`src/rtl/complete_arbiter_pkg.sv`:
```
// Shared types and defaults for the completion-lane arbiter.
// Optional statistics counters are enabled with COMPLETE_ARB_STATS_EN.
package complete_arbiter_pkg;

  localparam int DEF_N      = 3;
  localparam int DEF_NUM_FU = 6;
  localparam int ROB_IDX_W  = 6;
  localparam int ADDR_W     = 32;

  typedef struct packed {
    logic [ROB_IDX_W-1:0] rob_idx;
    logic                 mispredict;
    logic                 branch_valid;
    logic                 branch_taken;
    logic [ADDR_W-1:0]    branch_target;
  } FU_RESULT_PACKET;

  // One completion lane of the EX/COMP register.
  typedef struct packed {
    logic [ROB_IDX_W-1:0] rob_idx;
    logic                 mispredict;
    logic                 branch_valid;
    logic                 branch_taken;
    logic [ADDR_W-1:0]    branch_target;
  } EX_COMPLETE_PACKET;

endpackage

```
`src/rtl/complete_arbiter_if.sv`:
```
// FU-side request/grant handshake plus the registered lane outputs to stage_complete.
interface complete_arbiter_if
  import complete_arbiter_pkg::*;
#(
  parameter int N      = DEF_N,
  parameter int NUM_FU = DEF_NUM_FU
);
  logic              [NUM_FU-1:0] fu_valid;
  FU_RESULT_PACKET   [NUM_FU-1:0] fu_result;
  logic              [NUM_FU-1:0] fu_ready;
  logic              [N-1:0]      ex_valid_out;
  EX_COMPLETE_PACKET [N-1:0]      ex_comp_out;

  modport master (
    output fu_valid, fu_result,
    input  fu_ready, ex_valid_out, ex_comp_out
  );

  modport slave (
    input  fu_valid, fu_result,
    output fu_ready, ex_valid_out, ex_comp_out
  );
endinterface

```
`src/rtl/complete_arbiter_rr_select_n.sv`:
```
// Combinational N-of-M rotating-priority selector: grant vector, per-lane source index, grant count.
module rr_select_n #(
  parameter int N = 3,
  parameter int M = 6
) (
  input  logic [M-1:0]                    req,
  input  logic [$clog2(M)-1:0]            ptr,
  output logic [M-1:0]                    gnt,
  output logic [N-1:0][$clog2(M)-1:0]     src,
  output logic [$clog2(N+1)-1:0]          cnt
);
  localparam int PW = $clog2(M);
  localparam int SW = (N > 1) ? $clog2(N) : 1;
  localparam int CW = $clog2(N+1);

  always_comb begin
    int g;
    int idx;
    gnt = '0;
    src = '0;
    g   = 0;
    idx = 0;
    // Walk the ring from ptr; the k-th hit fills lane k until all lanes are taken.
    for (int k = 0; k < M; k++) begin
      idx = int'(ptr) + k;
      if (idx >= M) idx = idx - M;
      if (req[PW'(idx)] && (g < N)) begin
        gnt[PW'(idx)] = 1'b1;
        src[SW'(g)]   = PW'(idx);
        g             = g + 1;
      end
    end
    cnt = CW'(g);
  end
endmodule

```
`src/rtl/complete_arbiter.sv`:
```
// Round-robin arbiter packing up to N FU results per cycle into the EX/COMP register.
// Define COMPLETE_ARB_STATS_EN to add grant / conflict-cycle counters.
module complete_arbiter
  import complete_arbiter_pkg::*;
#(
  parameter int N      = DEF_N,
  parameter int NUM_FU = DEF_NUM_FU
) (
  input  logic                clock,
  input  logic                reset,
  input  logic                flush,
  complete_arbiter_if.slave   bus
`ifdef COMPLETE_ARB_STATS_EN
  ,
  output logic [31:0]         stat_grants,
  output logic [31:0]         stat_conflict_cycles
`endif
);
  localparam int PW = $clog2(NUM_FU);
  localparam int LW = (N > 1) ? $clog2(N) : 1;
  localparam int CW = $clog2(N+1);

  logic [PW-1:0]            rr_ptr;
  logic [PW-1:0]            ptr_nxt;
  logic [NUM_FU-1:0]        gnt;
  logic [N-1:0][PW-1:0]     src;
  logic [CW-1:0]            cnt;
  logic [N-1:0]             vld_p0;
  EX_COMPLETE_PACKET [N-1:0] comp_p0;

  // Branch outcome fields are only meaningful when branch_valid is set.
  function automatic EX_COMPLETE_PACKET pack_lane(input FU_RESULT_PACKET r);
    EX_COMPLETE_PACKET e;
    e               = '0;
    e.rob_idx       = r.rob_idx;
    e.mispredict    = r.mispredict;
    e.branch_valid  = r.branch_valid;
    if (r.branch_valid) begin
      e.branch_taken  = r.branch_taken;
      e.branch_target = r.branch_target;
    end
    return e;
  endfunction

  rr_select_n #(.N(N), .M(NUM_FU)) u_sel (
    .req (bus.fu_valid),
    .ptr (rr_ptr),
    .gnt (gnt),
    .src (src),
    .cnt (cnt)
  );

  assign bus.fu_ready = (reset || flush) ? '0 : gnt;

  // Stage p0: lane packing and next pointer (one past the last granted FU).
  always_comb begin
    vld_p0  = '0;
    comp_p0 = '0;
    ptr_nxt = rr_ptr;
    for (int k = 0; k < N; k++) begin
      if (k < int'(cnt)) begin
        vld_p0[LW'(k)]  = 1'b1;
        comp_p0[LW'(k)] = pack_lane(bus.fu_result[src[LW'(k)]]);
        ptr_nxt         = (int'(src[LW'(k)]) == NUM_FU-1) ? PW'(0) : src[LW'(k)] + 1'b1;
      end
    end
  end

  // Stage p1: EX/COMP register.
  always_ff @(posedge clock or posedge reset) begin
    if (reset) begin
      bus.ex_valid_out <= '0;
      bus.ex_comp_out  <= '0;
      rr_ptr           <= '0;
    end else if (flush) begin
      bus.ex_valid_out <= '0;
      bus.ex_comp_out  <= '0;
    end else begin
      bus.ex_valid_out <= vld_p0;
      bus.ex_comp_out  <= comp_p0;
      rr_ptr           <= ptr_nxt;
    end
  end

`ifdef COMPLETE_ARB_STATS_EN
  always_ff @(posedge clock or posedge reset) begin
    if (reset) begin
      stat_grants          <= '0;
      stat_conflict_cycles <= '0;
    end else if (!flush) begin
      stat_grants <= stat_grants + 32'(cnt);
      if ($countones(bus.fu_valid) > N) stat_conflict_cycles <= stat_conflict_cycles + 32'd1;
    end
  end
`endif

endmodule

```
`src/flat_wrapper.sv`:
```
// flat-port wrapper written by rule: the top's interface ports become plain ports
module complete_arbiter_flat import complete_arbiter_pkg::*;
#(
  parameter int N      = DEF_N,
  parameter int NUM_FU = DEF_NUM_FU
)
  (clock, reset, flush, bus_fu_valid, bus_fu_result, bus_fu_ready, bus_ex_valid_out, bus_ex_comp_out);
  complete_arbiter_if #(.N(N), .NUM_FU(NUM_FU)) bus_i ();
  input  logic clock;
  input  logic reset;
  input  logic flush;
  input wire logic [$bits(bus_i.fu_valid)-1:0] bus_fu_valid;
  input wire logic [$bits(bus_i.fu_result)-1:0] bus_fu_result;
  output wire logic [$bits(bus_i.fu_ready)-1:0] bus_fu_ready;
  output wire logic [$bits(bus_i.ex_valid_out)-1:0] bus_ex_valid_out;
  output wire logic [$bits(bus_i.ex_comp_out)-1:0] bus_ex_comp_out;
  assign bus_i.fu_valid = bus_fu_valid;
  assign bus_i.fu_result = bus_fu_result;
  assign bus_fu_ready = bus_i.fu_ready;
  assign bus_ex_valid_out = bus_i.ex_valid_out;
  assign bus_ex_comp_out = bus_i.ex_comp_out;
  complete_arbiter #(.N(N), .NUM_FU(NUM_FU)) u_core (.clock(clock), .reset(reset), .flush(flush), .bus(bus_i));
endmodule
```
`config.mk`:
```
export PLATFORM = sky130hd
export DESIGN_NAME = complete_arbiter_flat
export DESIGN_NICKNAME = d
export VERILOG_FILES = /design/src/rtl/complete_arbiter_pkg.sv /design/src/rtl/complete_arbiter_if.sv /design/src/rtl/complete_arbiter_rr_select_n.sv /design/src/rtl/complete_arbiter.sv /design/src/flat_wrapper.sv
export SDC_FILE = /design/constraint.sdc
export NUM_CORES = 1
export LEC_CHECK = 0
export BUFFER_PORTS_ARGS = -buffer_cell sky130_fd_sc_hd__buf_4
export CAP_MARGIN = 20
export CORE_AREA = 8 8 146 148
export CTS_CLUSTER_DIAMETER = 40
export DETAILED_ROUTE_END_ITERATION = 8
export DIE_AREA = 0 0 154 156
export PLACE_DENSITY = 0.8
export SYNTH_ARGS = -nofsm -noshare
export SYNTH_HDL_FRONTEND = slang
export SYNTH_SLANG_ARGS = --single-unit
```
`constraint.sdc`:
```
create_clock -name clock -period 14.1 [get_ports clock]
set_input_delay 0 -clock clock [delete_from_list [all_inputs] [get_ports clock]]
set_output_delay 0 -clock clock [all_outputs]
set_load 0.02 [all_outputs]
```
# Word-level counts from Yosys, hierarchy flattened
# Index checks and enable logic that the tools add are counted.
[totals]
reg_bits = 87
in_bits = 255
out_inout_bits = 132
word_cells = 182
[classes]
addsub = 18
order_cmp = 38
n_eq_ne = 2
n_mux = 87
bitwise = 6
n_reduce_logical = 19
[op_table]
columns = ["op", "n"]
rows = [
  ["binary-select mux 41 bit (select 3 bit)", 2],
  ["two-way mux 41 bit", 4],
  ["< comparator 32 x 3 -> 1 bit (second input constant)", 5],
  ["adder 32 x 2 -> 32 bit (second input constant)", 4],
  ["two-way mux 32 bit", 4],
  ["two-way mux 82 bit", 1],
  ["two-way mux 33 bit", 2],
  ["two-way mux 3 bit", 17],
  ["two-way mux 6 bit", 8],
  ["bitwise mux 9 bit", 5],
  ["two-way mux 9 bit", 4],
  ["demux 3 bit (select 2 bit)", 5],
  ["< comparator 3 x 5 -> 1 bit (second input constant)", 6],
  ["bitwise OR 6 bit", 5],
  ["two-way mux 1 bit", 21],
  [">= comparator 4 x 3 -> 1 bit (second input constant)", 5],
  ["< comparator 2 x 4 -> 1 bit (second input constant)", 5],
  ["binary-select mux 1 bit (select 3 bit)", 6],
  ["demux 1 bit (select 3 bit)", 6],
  [">= comparator 3 x 1 -> 1 bit (second input constant)", 6],
  ["subtractor 3 bit (second input constant)", 6],
  ["logical AND 1 bit", 16],
  [">= comparator 2 x 1 -> 1 bit (second input constant)", 5],
  ["adder 3 x 2 -> 4 bit (second input constant)", 2],
  ["other kinds (14)", 20],
]

# Depth between registers and ports, before layout
# Gate-level depths: netlist of the first run.
[logic_depth]
word_depth = 29
mapped_depth = 41
depth_no_buf = 34

# Cells and area by module
# From an unflattened synthesis of the first run, not the netlist that was laid out.
[unflattened]
hier_cells = 873
hier_area_um2 = 8966.1
[modules_own_cells]
columns = ["mod", "instances", "cells_each", "area_per_inst_um2", "seq_area_each_um2"]
rows = [
  ["complete_arbiter", 1, 637, 7284.5, 2177.1],
  ["rr_select_n", 1, 236, 1681.6, 0.0],
]

# Worst setup path before layout of the first run
# No wires, ideal clock.
[synth_timing]
path_type = "reg-to-reg"
from = "register u_core.rr_ptr[0]"
to = "register, netlist name u_core.bus.ex_comp_out[10]"
setup_time_ns = 0.072
t_arrival_ns = 7.361
required_time_ns = 14.028
path_slack_ns = 6.668
stages_incl_launch_ff = 41
n_path_buf = 6
synth_period_minus_slack_ns = 7.432
path_cell_list = "dfrtp_1 > buf_4 > buf_6 > inv_1 > clkbuf_1 > ha_1 > buf_2 > inv_1 > or3_1 > a21o_1 > nand2_1 > inv_1 > ha_1 > inv_1 > nand3_1 > o221ai_1 > nand2_1 > ha_1 > [... 5 more ...] > ha_1 > nand3b_1 > nor2_1 > a21oi_1 > nor2_1 > a21oi_1 > and2_1 > inv_1 > ha_1 > o211ai_1 > a41o_1 > mux2_4 > and2_1 > buf_2 > a32oi_2 > nand4_4 > buf_6 > nor2_1"
[synth_between]
elab_chain_len = 29
elab_cells_between_ends = 104
classes_between = "add/sub: 16; order compare: 22; mux: 56; reduce/logical: 10"
[synth_rtl]
columns = ["element", "line", "source"]
rows = [
  ["start: declaration", "complete_arbiter.sv:23", "logic [PW-1:0] rr_ptr;"],
  ["start signal: assignment", "complete_arbiter.sv:81", "rr_ptr <= ptr_nxt;"],
  ["parallel branches: the longest is 27 deep, another holds < comparator 32 x 3 -> 1 bit", "n/a", ""],
  ["two-way mux 41 bit *", "complete_arbiter.sv:61", "if (k < int'(cnt)) begin"],
  ["two-way mux 82 bit *", "complete_arbiter.sv:75", "end else if (flush) begin"],
]
# Every way passes the cells marked *. The select of a mux whose other input is x is not followed.
# A chain may end at the register's enable or synchronous reset.

# Worst setup path after layout of the first run
[layout_timing]
from = "register u_core.rr_ptr[1]"
to = "register, netlist name u_core.bus.ex_comp_out[32]"
[layout_between]
elab_chain_len = 29
elab_cells_between_ends = 104
classes_between = "add/sub: 16; order compare: 22; mux: 56; reduce/logical: 10"
[layout_rtl]
columns = ["element", "line"]
rows = [
  ["parallel branches: the longest is 27 deep, another holds < comparator 32 x 3 -> 1 bit", "n/a"],
  ["two-way mux 41 bit *", "complete_arbiter.sv:61"],
  ["two-way mux 82 bit *", "complete_arbiter.sv:75"],
]
# Marked as above.

==> out/results.tsv, run 1 <==
metric	value	unit
antenna_found_initial	1	
synth.distinct_cells	94	
finalCriticalPeriod	9.60	ns
status	finished clean	
ys_ff_latch	87	
final_common_cell	buf_4	
fmax	104	MHz
finalWorstSetupSlack	4.50	ns
async_reset_ff_share	100	%
cp_data_arrival_time	9.85	ns
final_cell_mix	buf_4 (352), nand2_1 (198), mux2_2 (121)	
synth_top_area_cell	dfrtp_1	
critPathLaunchType	flip-flop	
path_clk_slew	0.07	ns
grt_pass1_wl	59600	µm
tightest_slew	1.11	ns
drv_cap	0	
root_buffer	clkbuf_16	
ys_seq_area_share	23.1	%
die_area	0.0240	mm²
n_fill_cell	1618	
worst-setup-path-type	flip-flop to flip-flop	
cpMaxStageDelayCell	mux2_4	
wirelength	39400	µm
cts.sinks	87	
postCtsResizedCells	0	
dp_slack	4.58	ns
crit_top_cell	inv_1	
cts_buffer_depth	2	
cts_max_level	3	
syn_avg_cell_area	8.63	µm²
hpwl	29200	µm
setup_violations	0	
wl_met1	15500	µm
synth_cells	1092	
routed-wl-met2	19300	µm
yosys.area.top_type_share	23.1	%
cp-end-kind	flip-flop	
yosys_warnings	0	
period_share	68.1	%
area_growth	29.0	%
avgRoutedWirePerCell	24.3	µm
hold_start	bus_fu_result[161]	
drtIter0Drc	913	
postCtsHoldBufs	4	
cpPeakStageDelay	0.97	ns
viasPerCell	6.08	
placementRows	51	
synth_area	0.00943	mm²
grt_pass1_vias	10300	
port_buffers	342	
post_cts.repair.setup_buffers	0	
synth_area_leaders	dfrtp_1 (23%), mux2_2 (15%), nand2_1 (7.9%), mux2i_1 (7.4%), buf_4 (4.2%)	
hold_viol_final	0	
gp_congestion	1.00	
cts_tree	yes	
dr.pass1.iters	7	
relSlewSlack	26.1	%
required	14.35	ns
vias	9850	
synth_edf_count	0	
start_util	49.4	%
seq_area	0.00218	mm²
wl_met3	3300	µm
rsz0062_at_grt	no	
finalClockSkew	0.0101	ns
ant_nets	0	
layout-drive-gt1-share	40.0	%
synthFlopType	dfrtp_1	
multi_input_area	0.00659	mm²
cp-startpoint	u_core.rr_ptr[1]	
setup-tns-final	0	ns
grt-ovfl-total	0	
hp-class	input pin to flip-flop	
core-area	0.0191	mm²
timing.rr.start	u_core.rr_ptr[1]	
grt_max_degree	77	
highest_layer	met4	
clk_latency	0.36	ns
drcViolationCount	0	
grtUsageTotal	31.7	%
ios	387	
drv_slew	0	
reg2reg_slack	4.50	ns
cp_max_fo	76	
die_w	154	µm
nets	1651	
cts_inserted_buffers	9	
dieHeight	156	µm
cells in the mapped netlist (all sizes together) (14+ instances only):
cell,n
nor2,88
inv,18
nand3,18
and3,40
mux2,123
dfrtp,87
a21oi,34
buf,92
nor3,14
clkbuf,35
mux2i,71
a32oi,33
ha,18
nand2,199
a2111oi,37
o21ai,57
sequential cells by signal, indices dropped and copies added (netlist names):
register	cells
u_core.bus.ex_valid_out	2
u_core.rr_ptr	3
u_core.bus.ex_comp_out	82
worst max-delay path: cells and delay by family, from the launching register on:
family / cells / cell delay [ns]
and+or+nand+nor: 13 / 3.37
DFF: 1 / 0.59
muxes: 3 / 1.33
adders and majority gates: 5 / 1.62
buffers and inverters: 6 / 0.67
AOI/OAI and AO/OA: 6 / 1.88
per-layer routing:
| layer | vias up | track usage, % |
|---|---|---|
| met5 | - | 0 |
| met4 | 0 | 13.2 |
| met3 | 86 | 7.45 |
| met2 | 559 | 52.5 |
| met1 | 4730 | 38.9 |
| li1 | 4475 | - |
cell families after synthesis:
logic type / share of synthesized area [%]
simple gates: 19.2
compound gates: 22.4
mux: 22.9
buf+inv: 9.09
flops: 23.1
fa+ha+maj: 2.60
xor+xnor: 0.637
other cells: 0.0797
stage by stage:
stage / cell area, µm² / utilization, % / cells / hold slack [ns]
floorplan: 9590 / - / 1136 / 0.123
global placement: 11800 / 61.8 / 1599 / 0.0861
detailed placement: 11800 / 61.8 / 1599 / 0.0888
CTS: 12100 / 63.6 / 1619 / 0.00237
global route: 12200 / 63.7 / 1621 / 0.0205
finish: 12200 / 63.7 / 1621 / 0.0119
final timing paths:
check | endpoint | cells past startpoint
worst max register to register | u_core.bus.ex_comp_out[32] | 33
worst max-delay path | u_core.bus.ex_comp_out[32] | 33
worst min register to register | u_core.rr_ptr[2] | 2
min in group asynchronous | u_core.bus.ex_comp_out[45] | 3
worst min-delay path | u_core.bus.ex_comp_out[79] | 3
max in group asynchronous | u_core.rr_ptr[2] | 4
area by class of cell:
cell class | instances | share of cell area [%]
Timing Repair Buffer | 357 | 22.3
Antenna cell | 1 | 0.0206
Sequential cell | 87 | 17.9
Tap cell | 238 | 2.45
Multi-Input combinational cell | 903 | 54.2
Clock buffer | 9 | 1.85
Clock inverter | 7 | 0.659
Inverter | 19 | 0.607
Power of run 1 is not shown: default switching activity piles up to over one toggle a cycle in this logic, so the estimate is an artifact.
==> run 2, diff against run 1 <==
--- a/config.mk
+++ b/config.mk
@@ -7,11 +7,11 @@
 export LEC_CHECK = 0
 export BUFFER_PORTS_ARGS = -buffer_cell sky130_fd_sc_hd__buf_4
 export CAP_MARGIN = 20
-export CORE_AREA = 8 8 146 148
+export CORE_MARGIN = 8
+export CORE_UTILIZATION = 50
 export CTS_CLUSTER_DIAMETER = 40
 export DETAILED_ROUTE_END_ITERATION = 8
-export DIE_AREA = 0 0 154 156
-export PLACE_DENSITY = 0.8
+export PLACE_DENSITY = 0.81
 export SYNTH_ARGS = -nofsm -noshare
 export SYNTH_HDL_FRONTEND = slang
 export SYNTH_SLANG_ARGS = --single-unit
==> constraint.sdc (replaced) <==
create_clock -name clock -period 9.2 [get_ports clock]
set_input_delay 0 -clock clock [delete_from_list [all_inputs] [get_ports clock]]
set_output_delay 0 -clock clock [all_outputs]
set_load 0.02 [all_outputs]
==> out/results.tsv, run 2 (synthesis gave the netlist of run 1 again) <==
metric	value	unit	change
gp_congestion	0.986		was 1.00
clk_latency	0.35	ns	was 0.36 ns
period_share	92.3	%	was 68.1%
cpPeakStageDelay	0.65	ns	was 0.97 ns
cts_buffer_depth	2		unchanged
antenna_found_initial	0		was 1
cts_inserted_buffers	9		unchanged
cpMaxStageDelayCell	dfrtp_1		was mux2_4
grt_pass1_wl	59800	µm	was 59600 µm
setup_violations	0		unchanged
rsz0062_at_grt	no		unchanged
tightest_slew	0.807	ns	was 1.11 ns
largest_register	u_core.bus.ex_comp_out		unchanged
status	finished clean		unchanged
critPathLaunchType	flip-flop		unchanged
setup-tns-final	0	ns	unchanged
hpwl	30000	µm	was 29200 µm
drcViolationCount	0		unchanged
nets	1668		was 1651
post_cts.repair.setup_buffers	0		unchanged
die_w	153	µm	was 154 µm
cts.sinks	87		unchanged
path_clk_slew	0.07	ns	about the same
grt-ovfl-total	0		unchanged
cp_max_fo	27		was 76
routed-wl-met2	18400	µm	was 19300 µm
drv_cap	0		unchanged
timing.rr.start	u_core.rr_ptr[0]		was u_core.rr_ptr[1]
grt_max_degree	70		was 77
fin_util	66.2	%	was 63.7%
final_common_cell	buf_4		unchanged
stdcell_count	1632		was 1621
finalClockSkew	0.00775	ns	was 0.0101 ns
root_buffer	clkbuf_16		unchanged
highest_layer	met4		unchanged
grt_pass1_vias	10200		was 10300
cp_top_family	simple AND/OR/NAND/NOR gates		unchanged
ant_nets	0		unchanged
avgRoutedWirePerCell	23.8	µm	was 24.3 µm
final_cell_mix	buf_4 (367), nand2_1 (198), mux2_2 (121)		was buf_4 (352), nand2_1 (198), mux2_2 (121)
viasPerCell	6.14		was 6.08
drv_slew	0		unchanged
cp-startpoint	u_core.rr_ptr[0]		was u_core.rr_ptr[1]
port_buffers	342		unchanged
grtUsageTotal	32.0	%	was 31.7%
hold_viol_final	0		unchanged
cts_tree	yes		unchanged
wl_met1	15700	µm	was 15500 µm
required	9.48	ns	was 14.35 ns
drtIter0Drc	862		was 913
wirelength	38900	µm	was 39400 µm
ios	387		unchanged
top_regs	u_core.bus.ex_comp_out (82), u_core.rr_ptr (3), u_core.bus.ex_valid_out (2)		unchanged
relSlewSlack	45.1	%	was 26.1%
crit_top_cell	inv_1		unchanged
finalCriticalPeriod	8.49	ns	was 9.60 ns
dr.pass1.iters	5		was 7
largest_reg_flops	82		unchanged
area_growth	30.6	%	was 29.0%
worst-setup-path-type	flip-flop to flip-flop		unchanged
cp_data_arrival_time	8.76	ns	was 9.85 ns
hp-class	input pin to flip-flop		unchanged
die_area	0.0235	mm²	was 0.0240 mm²
place_inst	1613		was 1599
dieHeight	153	µm	was 156 µm
critPathBufInv	7		was 6
placementRows	50		was 51
core-area	0.0186	mm²	was 0.0191 mm²
hold_start	bus_fu_result[237]		was bus_fu_result[161]
fmax	118	MHz	was 104 MHz
start_util	50.7	%	was 49.4%
num_antenna_cells	0		was 1
finalWorstSetupSlack	0.712	ns	was 4.50 ns
cp-end-kind	flip-flop		unchanged
vias	10000		was 9850
cts_max_level	3		unchanged
layout-drive-gt1-share	40.8	%	was 40.0%
n_fill_cell	1570		was 1618
dp_slack	0.603	ns	was 4.58 ns
wl_met3	3440	µm	was 3300 µm
[run 2: cell types whose count changed in the layout (fill, tap and decap cells not counted), moves of 2 or more]
cell and change:
buf_12 +3, clkbuf_8 +2, buf_4 +15, inv_6 -2
[run 2: per-stage QoR]
stage,hold slack [ns],area [µm²]
after floorplan,0.123,9590
after global placement,0.125,12000
after detailed placement,0.133,12000
after CTS,0.00927,12300
after global routing,0.0237,12300
final,0.0269,12300
[run 2: final timing paths]
| kind | to | slack [ns] | cells after the start |
|---|---|---|---|
| worst max-delay path | u_core.bus.ex_comp_out[10] | 0.71 | 35 |
| worst min-delay path | u_core.bus.ex_comp_out[32] | 0.03 | 3 |
| worst max register to register | u_core.bus.ex_comp_out[10] | 0.71 | 35 |
| worst min register to register | u_core.rr_ptr[2] | 0.75 | 3 |
| max in group asynchronous | u_core.bus.ex_comp_out[41] | 7.82 | 4 |
| min in group asynchronous | u_core.rr_ptr[1] | 0.31 | 3 |
[run 2: tightest hold or removal path, stage by stage]
cell and delay [ns]:
buf_4 0.09, a211oi_1 0.07, nor3_1 0.16
[run 2: per-layer routing]
metal / vias up / global-route usage, %
li1: 4509 / -
met1: 4796 / 41.5
met2: 624 / 52.0
met3: 89 / 6.03
met4: 0 / 12.0
met5: - / 0
[run 2: timing repair]
| action | 4_1_cts | 5_1_grt |
|---|---|---|
| hold buffers | 4 | 0 |
| gates resized for setup | 0 | 3 |
| setup endpoints to repair | 0 | 52 |
| hold endpoints to repair | 43 | 0 |
[run 2: final cells by class]
type                       instances  area, µm²  share of cell area, %
sequential                        87       2180                   17.7
multi-input combinational        903       6610                   53.7
inverter                          19       73.8                  0.600
timing repair buffer             374       2860                   23.2
tap                              234        293                   2.38
clock buffer                      12        256                   2.08
clock inverter                     3       42.5                  0.346
Power of run 2 is left out for the same reason.
==> run 3, diff against run 2 <==
--- a/config.mk
+++ b/config.mk
@@ -11,7 +11,7 @@
 export CORE_UTILIZATION = 50
 export CTS_CLUSTER_DIAMETER = 40
 export DETAILED_ROUTE_END_ITERATION = 8
-export PLACE_DENSITY = 0.81
+export PLACE_DENSITY = 0.88
 export SYNTH_ARGS = -nofsm -noshare
 export SYNTH_HDL_FRONTEND = slang
 export SYNTH_SLANG_ARGS = --single-unit
==> out/results.tsv, run 3 (synthesis gave the netlist of run 1 again) <==
metric	value	unit	change
n_fill_cell	1536		was 1570
cp-startpoint	u_core.rr_ptr[0]		unchanged
rsz0062_at_grt	no		unchanged
hold_viol_final	0		unchanged
multi_input_area	0.00661	mm²	about the same
reg2reg_slack	0.88	ns	was 0.71 ns
worst-setup-path-type	flip-flop to flip-flop		unchanged
rr_endpoint	u_core.bus.ex_comp_out[32]		was u_core.bus.ex_comp_out[10]
drtIter0Drc	744		was 862
ant_nets	0		unchanged
cp_data_arrival_time	8.57	ns	was 8.76 ns
wirelength	39300	µm	was 38900 µm
cts_inserted_buffers	9		unchanged
grt_pass1_wl	60000	µm	was 59800 µm
status	finished clean		unchanged
required	9.45	ns	was 9.48 ns
die_w	153	µm	unchanged
cp_max_fo	34		was 27
cp-end-kind	flip-flop		unchanged
dieHeight	153	µm	unchanged
drv_cap	0		unchanged
drcViolationCount	0		unchanged
crit_top_cell	ha_1		was inv_1
ff2ff_path_depth	32		was 35
tightest_slew	0.839	ns	was 0.807 ns
hpwl	29500	µm	was 30000 µm
critPathBufInv	4		was 7
post_cts.repair.setup_buffers	0		unchanged
grtUsageTotal	32.1	%	was 32.0%
vias	10200		was 10000
dr.pass1.iters	8		was 5
grt_max_degree	77		was 70
cp_top_family	simple AND/OR/NAND/NOR gates		unchanged
finalCriticalPeriod	8.32	ns	was 8.49 ns
critPathLaunchType	flip-flop		unchanged
relSlewSlack	44.0	%	was 45.1%
placementRows	50		unchanged
root_buffer	clkbuf_16		unchanged
setup-tns-final	0	ns	unchanged
fin_util	66.2	%	about the same
cts.sinks	87		unchanged
largest_register	u_core.bus.ex_comp_out		unchanged
final_cell_mix	buf_4 (364), nand2_1 (198), mux2_2 (121)		was buf_4 (367), nand2_1 (198), mux2_2 (121)
cts_buffer_depth	2		unchanged
cpPeakStageDelay	0.65	ns	about the same
start_util	50.7	%	unchanged
drv_slew	0		unchanged
fmax	120	MHz	was 118 MHz
core-area	0.0186	mm²	unchanged
cp-endpoint	u_core.bus.ex_comp_out[32]		was u_core.bus.ex_comp_out[10]
clk_latency	0.35	ns	about the same
grt-ovfl-total	0		unchanged
cpMaxStageDelayCell	dfrtp_1		unchanged
seq_area	0.00218	mm²	unchanged
hp-class	input pin to flip-flop		unchanged
setup_violations	0		unchanged
largest_reg_flops	82		unchanged
layout-drive-gt1-share	40.8	%	unchanged
nets	1667		was 1668
top_regs	u_core.bus.ex_comp_out (82), u_core.rr_ptr (3), u_core.bus.ex_valid_out (2)		unchanged
final_common_cell	buf_4		unchanged
gp_congestion	1.04		was 0.986
viasPerCell	6.26		was 6.14
cts_max_level	3		unchanged
ios	387		unchanged
period_share	90.5	%	was 92.3%
timing.rr.start	u_core.rr_ptr[0]		unchanged
antenna_found_initial	2		was 0
grt_pass1_vias	10700		was 10200
finalClockSkew	0.0116	ns	was 0.00775 ns
cts_tree	yes		unchanged
die_area	0.0235	mm²	unchanged
path_clk_slew	0.07	ns	about the same
area_growth	30.5	%	was 30.6%
cp_num_cells	32		was 35
port_buffers	342		unchanged
avgRoutedWirePerCell	24.1	µm	was 23.8 µm
-- run 3: layout make-up --
cell class,instances,area share (%)
antenna,1,0.0203
clock buffer,10,1.94
clock inverter,6,0.366
inverter,19,0.600
multi-input combinational,903,53.7
sequential,87,17.7
tap,234,2.38
timing repair buffer,373,23.3
-- run 3: tightest hold or removal path, cell delays in order --
cell and delay (ns):
buf_4 0.09, o221ai_1 0.11, a21oi_1 0.12
-- run 3: worst min path at each step --
stage | cells after the start | endpoint | start
after floorplan | 1 | bus_fu_ready[0] | reset
after global placement | 2 | u_core.bus.ex_comp_out[5] | reset
after detailed placement | 2 | u_core.bus.ex_comp_out[46] | reset
after CTS | 3 | u_core.bus.ex_comp_out[76] | bus_fu_result[158]
after global routing | 3 | u_core.bus.ex_comp_out[39] | bus_fu_result[121]
final | 3 | u_core.bus.ex_comp_out[76] | bus_fu_result[158]
-- run 3: per-stage QoR --
stage	area, µm²	setup WS (ns)	instances	hold WS, ns
6_report	12300	0.877	1633	0.0103
5_1_grt	12300	0.156	1633	0.0112
4_1_cts	12300	0.576	1632	0.00185
3_5_place_dp	12000	0.613	1611	0.114
3_3_place_gp	12000	0.803	1611	0.112
2_1_floorplan	9590	1.77	1136	0.123
-- run 3: routing by layer --
metal	vias up	track usage [%]	wire [µm]
met5	-	0	0
li1	4516	-	-
met1	4896	40.1	15400
met4	0	15.6	1780
met2	678	52.4	18800
met3	133	5.81	3340
-- run 3: timing repair --
action	in CTS	in global routing
setup endpoints to repair	0	35
gates resized for setup	0	2
hold buffers	5	0
hold endpoints to repair	44	0
Power of run 3 is left out for the same reason.
